$ cat config.mk
export PLATFORM = sky130hd
export DESIGN_NAME = tri_scan_ctrl_flat
export DESIGN_NICKNAME = d
export VERILOG_FILES = /design/src/rtl/rt_pkg.sv /design/src/rtl/tri_scan_ctrl_if.sv /design/src/rtl/tri_scan_ctrl_hit_tracker.sv /design/src/rtl/tri_scan_ctrl.sv /design/src/flat_wrapper.sv
export SDC_FILE = /design/constraint.sdc
export NUM_CORES = 1
export LEC_CHECK = 0
export CORE_AREA = 2 2 426 428
export DETAILED_ROUTE_END_ITERATION = 8
export DIE_AREA = 0 0 428 430
export SLEW_MARGIN = 20
export SYNTH_ARGS = -nofsm -noshare
export SYNTH_HDL_FRONTEND = slang
export SYNTH_SLANG_ARGS = --single-unit
$ cat constraint.sdc
create_clock -name i_clk -period 24.1 [get_ports i_clk]
set_clock_uncertainty 0.05 [all_clocks]
set_input_delay 7.23 -clock i_clk [delete_from_list [all_inputs] [get_ports i_clk]]
set_output_delay 7.23 -clock i_clk [all_outputs]
set_load 0.1 [all_outputs]
$ cat src/rtl/rt_pkg.sv
// Shared ray-tracing types for the triangle scan controller: coordinates, vectors,
// triangles, rays and the scan FSM state encoding.
package rt_pkg;

    typedef logic signed [31:0] coord_t;
    typedef coord_t [2:0]       vec3_t;
    typedef vec3_t [2:0]        tri_t;

    // Index 1 is the ray origin, index 0 is the direction.
    typedef vec3_t [1:0]        ray_t;

    typedef enum logic [1:0] {
        ST_IDLE,
        ST_FETCH,
        ST_TEST,
        ST_DONE
    } scan_state_t;

endpackage

$ cat src/rtl/tri_scan_ctrl_if.sv
// Signal bundle for tri_scan_ctrl: scan command, triangle fetch bus, intersect
// datapath operands/results and the closest-hit result.
interface tri_scan_ctrl_if #(
    parameter int TRI_IDX_W = 16
);
    import rt_pkg::*;

    logic                  i_start;
    ray_t                  i_ray;
    logic [TRI_IDX_W-1:0]  i_num_tris;

    logic                  o_tri_req;
    logic [TRI_IDX_W-1:0]  o_tri_addr;
    logic                  i_tri_valid;
    tri_t                  i_tri;

    tri_t                  o_isect_tri;
    ray_t                  o_isect_ray;
    logic                  i_isect_hit;
    logic                  i_isect_ovf;
    logic signed [31:0]    i_isect_t;

    logic                  o_busy;
    logic                  o_done;
    logic                  o_hit;
    logic [TRI_IDX_W-1:0]  o_hit_idx;
    logic signed [31:0]    o_hit_t;
    logic                  o_ovf;

    modport slave (
        input  i_start, i_ray, i_num_tris,
        output o_tri_req, o_tri_addr,
        input  i_tri_valid, i_tri,
        output o_isect_tri, o_isect_ray,
        input  i_isect_hit, i_isect_ovf, i_isect_t,
        output o_busy, o_done, o_hit, o_hit_idx, o_hit_t, o_ovf
    );

    modport master (
        output i_start, i_ray, i_num_tris,
        input  o_tri_req, o_tri_addr,
        output i_tri_valid, i_tri,
        input  o_isect_tri, o_isect_ray,
        output i_isect_hit, i_isect_ovf, i_isect_t,
        input  o_busy, o_done, o_hit, o_hit_idx, o_hit_t, o_ovf
    );

endinterface

$ cat src/rtl/tri_scan_ctrl_hit_tracker.sv
// hit_tracker: keeps the closest accepted hit of a scan. A candidate wins only
// with a strictly smaller signed t, so ties keep the earlier (lower) index.
module hit_tracker #(
    parameter int IDX_W = 16
) (
    input  logic                clk,
    input  logic                rst,
    input  logic                clear,
    input  logic                cand_valid,
    input  logic signed [31:0]  cand_t,
    input  logic [IDX_W-1:0]    cand_idx,
    output logic                best_hit,
    output logic [IDX_W-1:0]    best_idx,
    output logic signed [31:0]  best_t,
    output logic                take
);

    assign take = cand_valid && (!best_hit || (cand_t < best_t));

    always_ff @(posedge clk or posedge rst) begin
        if (rst) begin
            best_hit <= 1'b0;
            best_idx <= '0;
            best_t   <= '0;
        end else if (clear) begin
            best_hit <= 1'b0;
            best_idx <= '0;
            best_t   <= '0;
        end else if (take) begin
            best_hit <= 1'b1;
            best_idx <= cand_idx;
            best_t   <= cand_t;
        end
    end

endmodule

$ cat src/rtl/tri_scan_ctrl.sv
// tri_scan_ctrl: fetches N triangles one at a time, feeds them to an external
// intersect datapath and reports the closest hit. Optional TRI_SCAN_ANY_HIT_EN stops at the first hit.
module tri_scan_ctrl
    import rt_pkg::*;
#(
    parameter int                 TRI_IDX_W = 16,
    parameter logic signed [31:0] MIN_T     = 0
) (
    input  logic           i_clk,
    input  logic           i_reset,
    tri_scan_ctrl_if.slave bus
);

    // MIN_T belongs to the intersect datapath; it is only carried here.
    localparam logic signed [31:0]   unused_min_t = MIN_T;
    localparam logic [TRI_IDX_W-1:0] IDX_ONE      = TRI_IDX_W'(1);

    scan_state_t state;
    scan_state_t next_state;

    logic [TRI_IDX_W-1:0] idx;
    logic [TRI_IDX_W-1:0] count;
    ray_t                 ray_q;
    tri_t                 tri_q;
    logic                 ovf_q;

    logic                 accept;
    logic                 last_tri;
    logic                 cand_valid;
    logic                 take;
    logic                 best_hit;
    logic [TRI_IDX_W-1:0] best_idx;
    logic signed [31:0]   best_t;

    assign accept     = (state == ST_IDLE) && bus.i_start;
    assign last_tri   = (idx == (count - IDX_ONE));
    assign cand_valid = (state == ST_TEST) && bus.i_isect_hit && !bus.i_isect_ovf;

    always_ff @(posedge i_clk or posedge i_reset) begin
        if (i_reset) begin
            state <= ST_IDLE;
        end else begin
            state <= next_state;
        end
    end

    always_comb begin
        next_state = state;
        case (state)
            ST_IDLE: begin
                if (bus.i_start) begin
                    next_state = (bus.i_num_tris == '0) ? ST_DONE : ST_FETCH;
                end
            end
            ST_FETCH: begin
                if (bus.i_tri_valid) begin
                    next_state = ST_TEST;
                end
            end
            ST_TEST: begin
`ifdef TRI_SCAN_ANY_HIT_EN
                if (take || last_tri) begin
`else
                if (last_tri) begin
`endif
                    next_state = ST_DONE;
                end else begin
                    next_state = ST_FETCH;
                end
            end
            ST_DONE: next_state = ST_IDLE;
            default: next_state = ST_IDLE;
        endcase
    end

    always_comb begin
        bus.o_busy    = (state != ST_IDLE);
        bus.o_done    = (state == ST_DONE);
        bus.o_tri_req = (state == ST_FETCH);
    end

    // Scan bookkeeping; idx only advances when another fetch follows, so it never wraps.
    always_ff @(posedge i_clk or posedge i_reset) begin
        if (i_reset) begin
            idx   <= '0;
            count <= '0;
            ray_q <= '0;
            tri_q <= '0;
            ovf_q <= 1'b0;
        end else begin
            case (state)
                ST_IDLE: begin
                    if (bus.i_start) begin
                        ray_q <= bus.i_ray;
                        count <= bus.i_num_tris;
                        idx   <= '0;
                        ovf_q <= 1'b0;
                    end
                end
                ST_FETCH: begin
                    if (bus.i_tri_valid) begin
                        tri_q <= bus.i_tri;
                    end
                end
                ST_TEST: begin
                    if (bus.i_isect_ovf) begin
                        ovf_q <= 1'b1;
                    end
                    if (next_state == ST_FETCH) begin
                        idx <= idx + IDX_ONE;
                    end
                end
                default: begin
                end
            endcase
        end
    end

    hit_tracker #(
        .IDX_W (TRI_IDX_W)
    ) u_hit_tracker (
        .clk        (i_clk),
        .rst        (i_reset),
        .clear      (accept),
        .cand_valid (cand_valid),
        .cand_t     (bus.i_isect_t),
        .cand_idx   (idx),
        .best_hit   (best_hit),
        .best_idx   (best_idx),
        .best_t     (best_t),
        .take       (take)
    );

    assign bus.o_tri_addr  = idx;
    assign bus.o_isect_tri = tri_q;
    assign bus.o_isect_ray = ray_q;
    assign bus.o_hit       = best_hit;
    assign bus.o_hit_idx   = best_idx;
    assign bus.o_hit_t     = best_t;
    assign bus.o_ovf       = ovf_q;

endmodule

$ cat src/flat_wrapper.sv
// flat-port wrapper written by rule: the top's interface ports become plain ports
module tri_scan_ctrl_flat import rt_pkg::*;
#(
    parameter int                 TRI_IDX_W = 16,
    parameter logic signed [31:0] MIN_T     = 0
)
  (i_clk, i_reset, bus_i_start, bus_i_ray, bus_i_num_tris, bus_o_tri_req, bus_o_tri_addr, bus_i_tri_valid, bus_i_tri, bus_o_isect_tri, bus_o_isect_ray, bus_i_isect_hit, bus_i_isect_ovf, bus_i_isect_t, bus_o_busy, bus_o_done, bus_o_hit, bus_o_hit_idx, bus_o_hit_t, bus_o_ovf);
  tri_scan_ctrl_if #(.TRI_IDX_W(TRI_IDX_W)) bus_i ();
  input  logic i_clk;
  input  logic i_reset;
  input wire logic [$bits(bus_i.i_start)-1:0] bus_i_start;
  input wire logic [$bits(bus_i.i_ray)-1:0] bus_i_ray;
  input wire logic [$bits(bus_i.i_num_tris)-1:0] bus_i_num_tris;
  output wire logic [$bits(bus_i.o_tri_req)-1:0] bus_o_tri_req;
  output wire logic [$bits(bus_i.o_tri_addr)-1:0] bus_o_tri_addr;
  input wire logic [$bits(bus_i.i_tri_valid)-1:0] bus_i_tri_valid;
  input wire logic [$bits(bus_i.i_tri)-1:0] bus_i_tri;
  output wire logic [$bits(bus_i.o_isect_tri)-1:0] bus_o_isect_tri;
  output wire logic [$bits(bus_i.o_isect_ray)-1:0] bus_o_isect_ray;
  input wire logic [$bits(bus_i.i_isect_hit)-1:0] bus_i_isect_hit;
  input wire logic [$bits(bus_i.i_isect_ovf)-1:0] bus_i_isect_ovf;
  input wire logic [$bits(bus_i.i_isect_t)-1:0] bus_i_isect_t;
  output wire logic [$bits(bus_i.o_busy)-1:0] bus_o_busy;
  output wire logic [$bits(bus_i.o_done)-1:0] bus_o_done;
  output wire logic [$bits(bus_i.o_hit)-1:0] bus_o_hit;
  output wire logic [$bits(bus_i.o_hit_idx)-1:0] bus_o_hit_idx;
  output wire logic [$bits(bus_i.o_hit_t)-1:0] bus_o_hit_t;
  output wire logic [$bits(bus_i.o_ovf)-1:0] bus_o_ovf;
  assign bus_i.i_start = bus_i_start;
  assign bus_i.i_ray = bus_i_ray;
  assign bus_i.i_num_tris = bus_i_num_tris;
  assign bus_o_tri_req = bus_i.o_tri_req;
  assign bus_o_tri_addr = bus_i.o_tri_addr;
  assign bus_i.i_tri_valid = bus_i_tri_valid;
  assign bus_i.i_tri = bus_i_tri;
  assign bus_o_isect_tri = bus_i.o_isect_tri;
  assign bus_o_isect_ray = bus_i.o_isect_ray;
  assign bus_i.i_isect_hit = bus_i_isect_hit;
  assign bus_i.i_isect_ovf = bus_i_isect_ovf;
  assign bus_i.i_isect_t = bus_i_isect_t;
  assign bus_o_busy = bus_i.o_busy;
  assign bus_o_done = bus_i.o_done;
  assign bus_o_hit = bus_i.o_hit;
  assign bus_o_hit_idx = bus_i.o_hit_idx;
  assign bus_o_hit_t = bus_i.o_hit_t;
  assign bus_o_ovf = bus_i.o_ovf;
  tri_scan_ctrl #(.TRI_IDX_W(TRI_IDX_W), .MIN_T(MIN_T)) u_core (.i_clk(i_clk), .i_reset(i_reset), .bus(bus_i));
endmodule
== Yosys cells after proc, flatten, opt, wreduce, memory -nomap -nowiden ==
Cells that the tools add are included.

* Flip-flop bits (word level): 564
* Logic and storage cells: 66

* Add/sub/neg operators: 2
* Order comparisons: 1
* Equality and inequality tests: 8
* Multiplexer cells: 17
* Reduce and logical (&&, ||, !) cells: 16

{| class="wikitable"
|+ Operators by type and width
! kind !! number
|-
| $mux W16 || 4
|-
| $mux W32 || 2
|-
| $lt A32 B32 Y1 || 1
|-
| $pmux W16 S2 || 1
|-
| $add A16 B1 Y16 const B || 1
|-
| $eq A16 B16 Y1 || 1
|-
| $logic_not A16 Y1 || 1
|-
| $sub A16 B1 Y16 const B || 1
|-
| $mux W2 || 4
|-
| $pmux W2 S4 || 1
|-
| $ne A2 B2 Y1 const B || 3
|-
| $reduce_and A3 Y1 || 2
|-
| $reduce_bool A2 Y1 || 3
|-
| $eq A2 B1 Y1 const B || 2
|-
| $eq A2 B2 Y1 const B || 2
|-
| $logic_and A1 B1 Y1 || 4
|-
| $mux W1 || 4
|-
| $reduce_and A2 Y1 || 2
|-
| $logic_not A1 Y1 || 2
|-
| $logic_not A2 Y1 || 1
|-
| $pmux W1 S2 || 1
|-
| $logic_or A1 B1 Y1 || 1
|}

== Longest topological paths before layout ==
* Depth in word-level cells: 7
* Gate-level depth with buffers: 13
* Gate-level depth less buffers: 10

== Cells and area by module ==
Synthesis repeated with hierarchy kept, for this count alone.

* Cells, all modules: 2034
* Area, all modules: 23293.6 µm²

{| class="wikitable"
|+ By module, submodules not included
! module !! instances !! cells each !! area each (µm²) !! seq. area each (µm²)
|-
| tri_scan_ctrl || 1 || 1712 || 20089.3 || 12887.4
|-
| hit_tracker || 1 || 322 || 3204.3 || 1226.2
|}

== Least setup slack after synthesis ==
Ideal clock, no wire load.

* Path type: input to register
* Start point: input bus_i_isect_t[25]
* End point: register u_core.u_hit_tracker.best_t[10]
* Library setup time: 140 ps
* Data arrival time: 9458 ps
* Slack: 14452 ps
* Stages: 11
* Cell sequence: ha_1 -> a21o_1 -> a21o_1 -> a21oi_1 -> o22ai_1 -> or4b_1 -> o211a_1 -> nor2b_1 -> buf_2 -> buf_1 -> o32ai_1

* Cells in the longest elaborated chain, start to end: 4

{| class="wikitable"
|+ RTL lines
! item !! RTL line !! text
|-
| start: declaration || flat_wrapper.sv:22 || <nowiki>input wire logic [$bits(bus_i.i_isect_t)-1:0] bus_i_isect_t;</nowiki>
|-
| $lt A32 B32 Y1 || tri_scan_ctrl_hit_tracker.sv:18 || <nowiki>assign take = cand_valid && (!best_hit || (cand_t < best_t));</nowiki>
|-
| $logic_or A1 B1 Y1 || tri_scan_ctrl_hit_tracker.sv:18 ||
|-
| $logic_and A1 B1 Y1 || tri_scan_ctrl_hit_tracker.sv:18 ||
|-
| $reduce_bool A2 Y1 (no source line) || - ||
|-
| end signal: assignment || tri_scan_ctrl_hit_tracker.sv:32 || <nowiki>best_t <= cand_t;</nowiki>
|-
| end: declaration || tri_scan_ctrl_hit_tracker.sv:14 || <nowiki>output logic signed [31:0] best_t,</nowiki>
|}

No other way between the ends.
A chain may end at the register's enable or synchronous reset.

== Worst setup path after layout ==
* Start point: input bus_i_isect_t[19]
* End point: register u_core.u_hit_tracker.best_t[27]

The elaborated chain is that of the path after synthesis.

==> results.yml <==
grt:
  gr-usage-met2_pct: 25.43
  first_global_vias: 20150
  use_met1_pct: 18.01
  grt.busiest_layer: "met2"
  grt_max_degree: 155
  grt_usage_pct: 16.04
  grt_pass1_wl_mm: 197.4
  grt_overflow: 0
  use_met3_pct: 9.705
  antenna_found_initial: 72
synthesis:
  avgSynthCellArea_um2: 11.43
  synth_edf_count: 0
  syn_inst: 1997
  synth_ff_type: "dfrtp_1"
  synth_fp_nets: 2564
  synth-seq-area-share_pct: 61.81
  async_flop_share_pct: 100.0
  synth-seq-cells: 564
  synth_cell_types: 64
  syn_area_um2: 22830
  synth_warnings: 0
timing:
  tns_ns: 0
  setup_violations: 0
  max_freq_mhz: 97.98
  slew_viol_final: 0
  slew_headroom_pct: 21.12
  grt_setup_unrepaired: "no"
  tightest_slew_ns: 1.180
  hold_violations: 0
  fin_crit_sh_pct: 42.35
  fin_crit_ns: 10.21
routing:
  drc: 0
  routedWlPerCell_um: 27.52
  via_per_inst: 3.592
  first_iter_violations: 1135
  routed_wirelength_mm: 151.6
  detail_route.first_pass.iterations: 5
  ant_nets: 0
  via_count: 19790
critical_path:
  cp-start-kind: "input pin"
  crit_type: "in2reg"
  worst-path-max-fanout: 29
  cp-end-kind: "flop"
  r2r_slack_ns: 20.53
  arrival_ns: 10.69
  worstPathRequired_ns: 24.58
clock_network:
  clockBufferDepth: 3
  post_cts_buffers: 0
  cts-root-buf: "clkbuf_16"
  postCtsHoldBufs: 0
  clkTransAtPathRegs_ns: 0.06
  post_cts_resized: 0
  ctsHtreeMaxLevel: 3
  numCtsBuffers: 77
  clock_latency_ns: 0.70
  cts_tree: "built"
  cts.sinks: 564
floorplan:
  die_w_um: 428
  ios: 1083
  design.core.area_um2: 179800
  dieArea_um2: 184000
  die-height_um: 430
  initial_core_util_pct: 12.70
  rows: 156
placed_design:
  port_buffers: 1082
  hpwl_mm: 124.6
  gp_congestion: 0.8958
layout:
  drive_gt1_share_pct: 20.40
  syn_to_final_growth_pct: 69.53
  nets: 3632
run:
  max_cap_violations: 0
hold_path:
  hold_class: "reg2reg"
status:
  status: "finished clean"
-- logic make-up (layout without fill, tap and decap cells) --
family                   after synthesis  in the layout  synth area share (%)
multiplexers                         292            292                 14.38
AO/OA/AOI/OAI                        133            133                 4.203
adder cells (fa/ha/maj)               33             33                 1.808
other                                  0             11                     0
buffers and inverters                152           1282                 2.625
flip-flops                           564            564                 61.82
XOR/XNOR                              16             16                0.6137
AND/OR/NAND/NOR                      807            807                 14.55
-- area by class of cell --
class                   count  area [um^2]
diodes                     11        27.53
inverters                  43        168.9
clock inverters            33        479.2
clock buffers             108         2276
well taps                2370         2965
fillers                 19420       141100
flip-flops and latches    564        14110
multi-input cells        1281         8154
repair buffers           1098        10520
-- metrics by stage --
| step | worst slack, ns | util, % | std cells | cell area [um^2] | hold slack (ns) |
|---|---|---|---|---|---|
| floorplan | 1.046 | - | 1997 | 22830 | 0.4165 |
| global placement | 13.11 | 20.01 | 5356 | 35970 | 0.4055 |
| detailed placement | 13.10 | 20.00 | 5356 | 35950 | 0.4114 |
| CTS | 13.92 | 21.53 | 5497 | 38710 | 0.4255 |
| global route | 13.48 | 21.53 | 5505 | 38700 | 0.4341 |
| finish | 13.89 | 21.53 | 5508 | 38710 | 0.4193 |
-- critical path, cell delays in order --
cell             delay [ns]
clkdlybuf4s50_1        0.65
ha_1                   0.31
a21o_1                 0.16
a21o_1                 0.18
a21oi_1                0.15
o22ai_1                0.10
or4b_1                 0.47
o211a_2                0.28
nor2b_4                0.52
buf_4                  0.49
o32ai_1                0.13
-- flip-flops by register name (all words and copies together) (netlist names) --
signal	cells
u_core.count	16
u_core.u_hit_tracker.best_hit	1
u_core.u_hit_tracker.best_t	32
u_core.bus.o_ovf	1
u_core.bus.o_isect_tri	288
u_core.state	2
u_core.bus.o_isect_ray	192
u_core.bus.o_tri_addr	16
u_core.u_hit_tracker.best_idx	16
-- synthesized netlist by cell type, drive strengths merged (2+ instances only) --
| master | n | area [um^2] |
|---|---|---|
| ha | 33 | 412.9 |
| buf | 14 | 81.33 |
| clkbuf | 95 | 356.6 |
| nand4 | 9 | 56.30 |
| dfrtp | 564 | 14110 |
| nand3 | 11 | 55.05 |
| nand3b | 2 | 15.01 |
| a21oi | 16 | 80.08 |
| a21o | 10 | 75.07 |
| xnor2 | 10 | 87.58 |
| nor2b | 5 | 31.28 |
| mux2 | 288 | 3243 |
| and3 | 2 | 12.51 |
| o31ai | 4 | 30.03 |
| nand4b | 2 | 32.53 |
| or4b | 3 | 33.78 |
| and2 | 2 | 12.51 |
| nand2 | 700 | 2628 |
| or3 | 10 | 62.56 |
| nor2 | 18 | 67.56 |
| nand2b | 3 | 18.77 |
| nor3 | 12 | 70.07 |
| o41ai | 3 | 26.28 |
| o22ai | 16 | 100.1 |
| o311ai | 7 | 61.31 |
| nor4b | 2 | 23.77 |
| and3b | 2 | 17.52 |
| a31oi | 6 | 37.54 |
| mux2i | 4 | 40.04 |
| or2 | 5 | 31.28 |
| o211ai | 2 | 15.01 |
| o21ai | 23 | 126.4 |
| o21a | 5 | 37.54 |
| and4 | 3 | 28.78 |
| inv | 43 | 161.4 |
| o32ai | 31 | 271.5 |
| xor2 | 6 | 52.55 |
| nor4 | 11 | 83.83 |
| or4 | 2 | 15.01 |
-- cell usage in the layout (no fill, tap or decap), types with 20 or more instances in the layout --
cell type / synthesis / final
buf_4: 1 / 183
clkbuf_16: 0 / 79
clkdlybuf4s50_1: 0 / 901
dfrtp_1: 564 / 564
ha_1: 33 / 33
inv_1: 43 / 42
mux2_2: 288 / 288
nand2_1: 700 / 698
o21ai_0: 20 / 20
o32ai_1: 31 / 31
-- final timing paths --
path                                                             from                                     endpoint  depth (start not counted)
setup / recovery                                    bus_i_isect_t[19]  u_core.u_hit_tracker.best_t[27]$_DFFE_PP0P_                         11
hold / removal                 u_core.bus.o_isect_ray[49]$_DFFE_PP0P_       u_core.bus.o_isect_ray[49]$_DFFE_PP0P_                          2
setup reg to reg           u_core.u_hit_tracker.best_t[1]$_DFFE_PP0P_  u_core.u_hit_tracker.best_t[27]$_DFFE_PP0P_                         10
hold reg to reg                u_core.bus.o_isect_ray[49]$_DFFE_PP0P_       u_core.bus.o_isect_ray[49]$_DFFE_PP0P_                          2
max in group asynchronous                                     i_reset      u_core.bus.o_isect_tri[130]$_DFFE_PP0P_                          5
min in group asynchronous                                     i_reset      u_core.bus.o_isect_ray[107]$_DFFE_PP0P_                          2
-- per-layer routing --
| metal | wire length, um | share of wire [%] | vias to the layer above |
|---|---|---|---|
| met3 | 20040 | 13 | 226 |
| met2 | 69940 | 46 | 818 |
| met5 | 13 | 0.0086 | - |
| li1 | - | - | 8837 |
| met4 | 3343 | 2.2 | 2 |
| met1 | 58220 | 38 | 9902 |
Power is not shown: default switching activity piles up to over one toggle a cycle in this logic, so the estimate is an artifact.
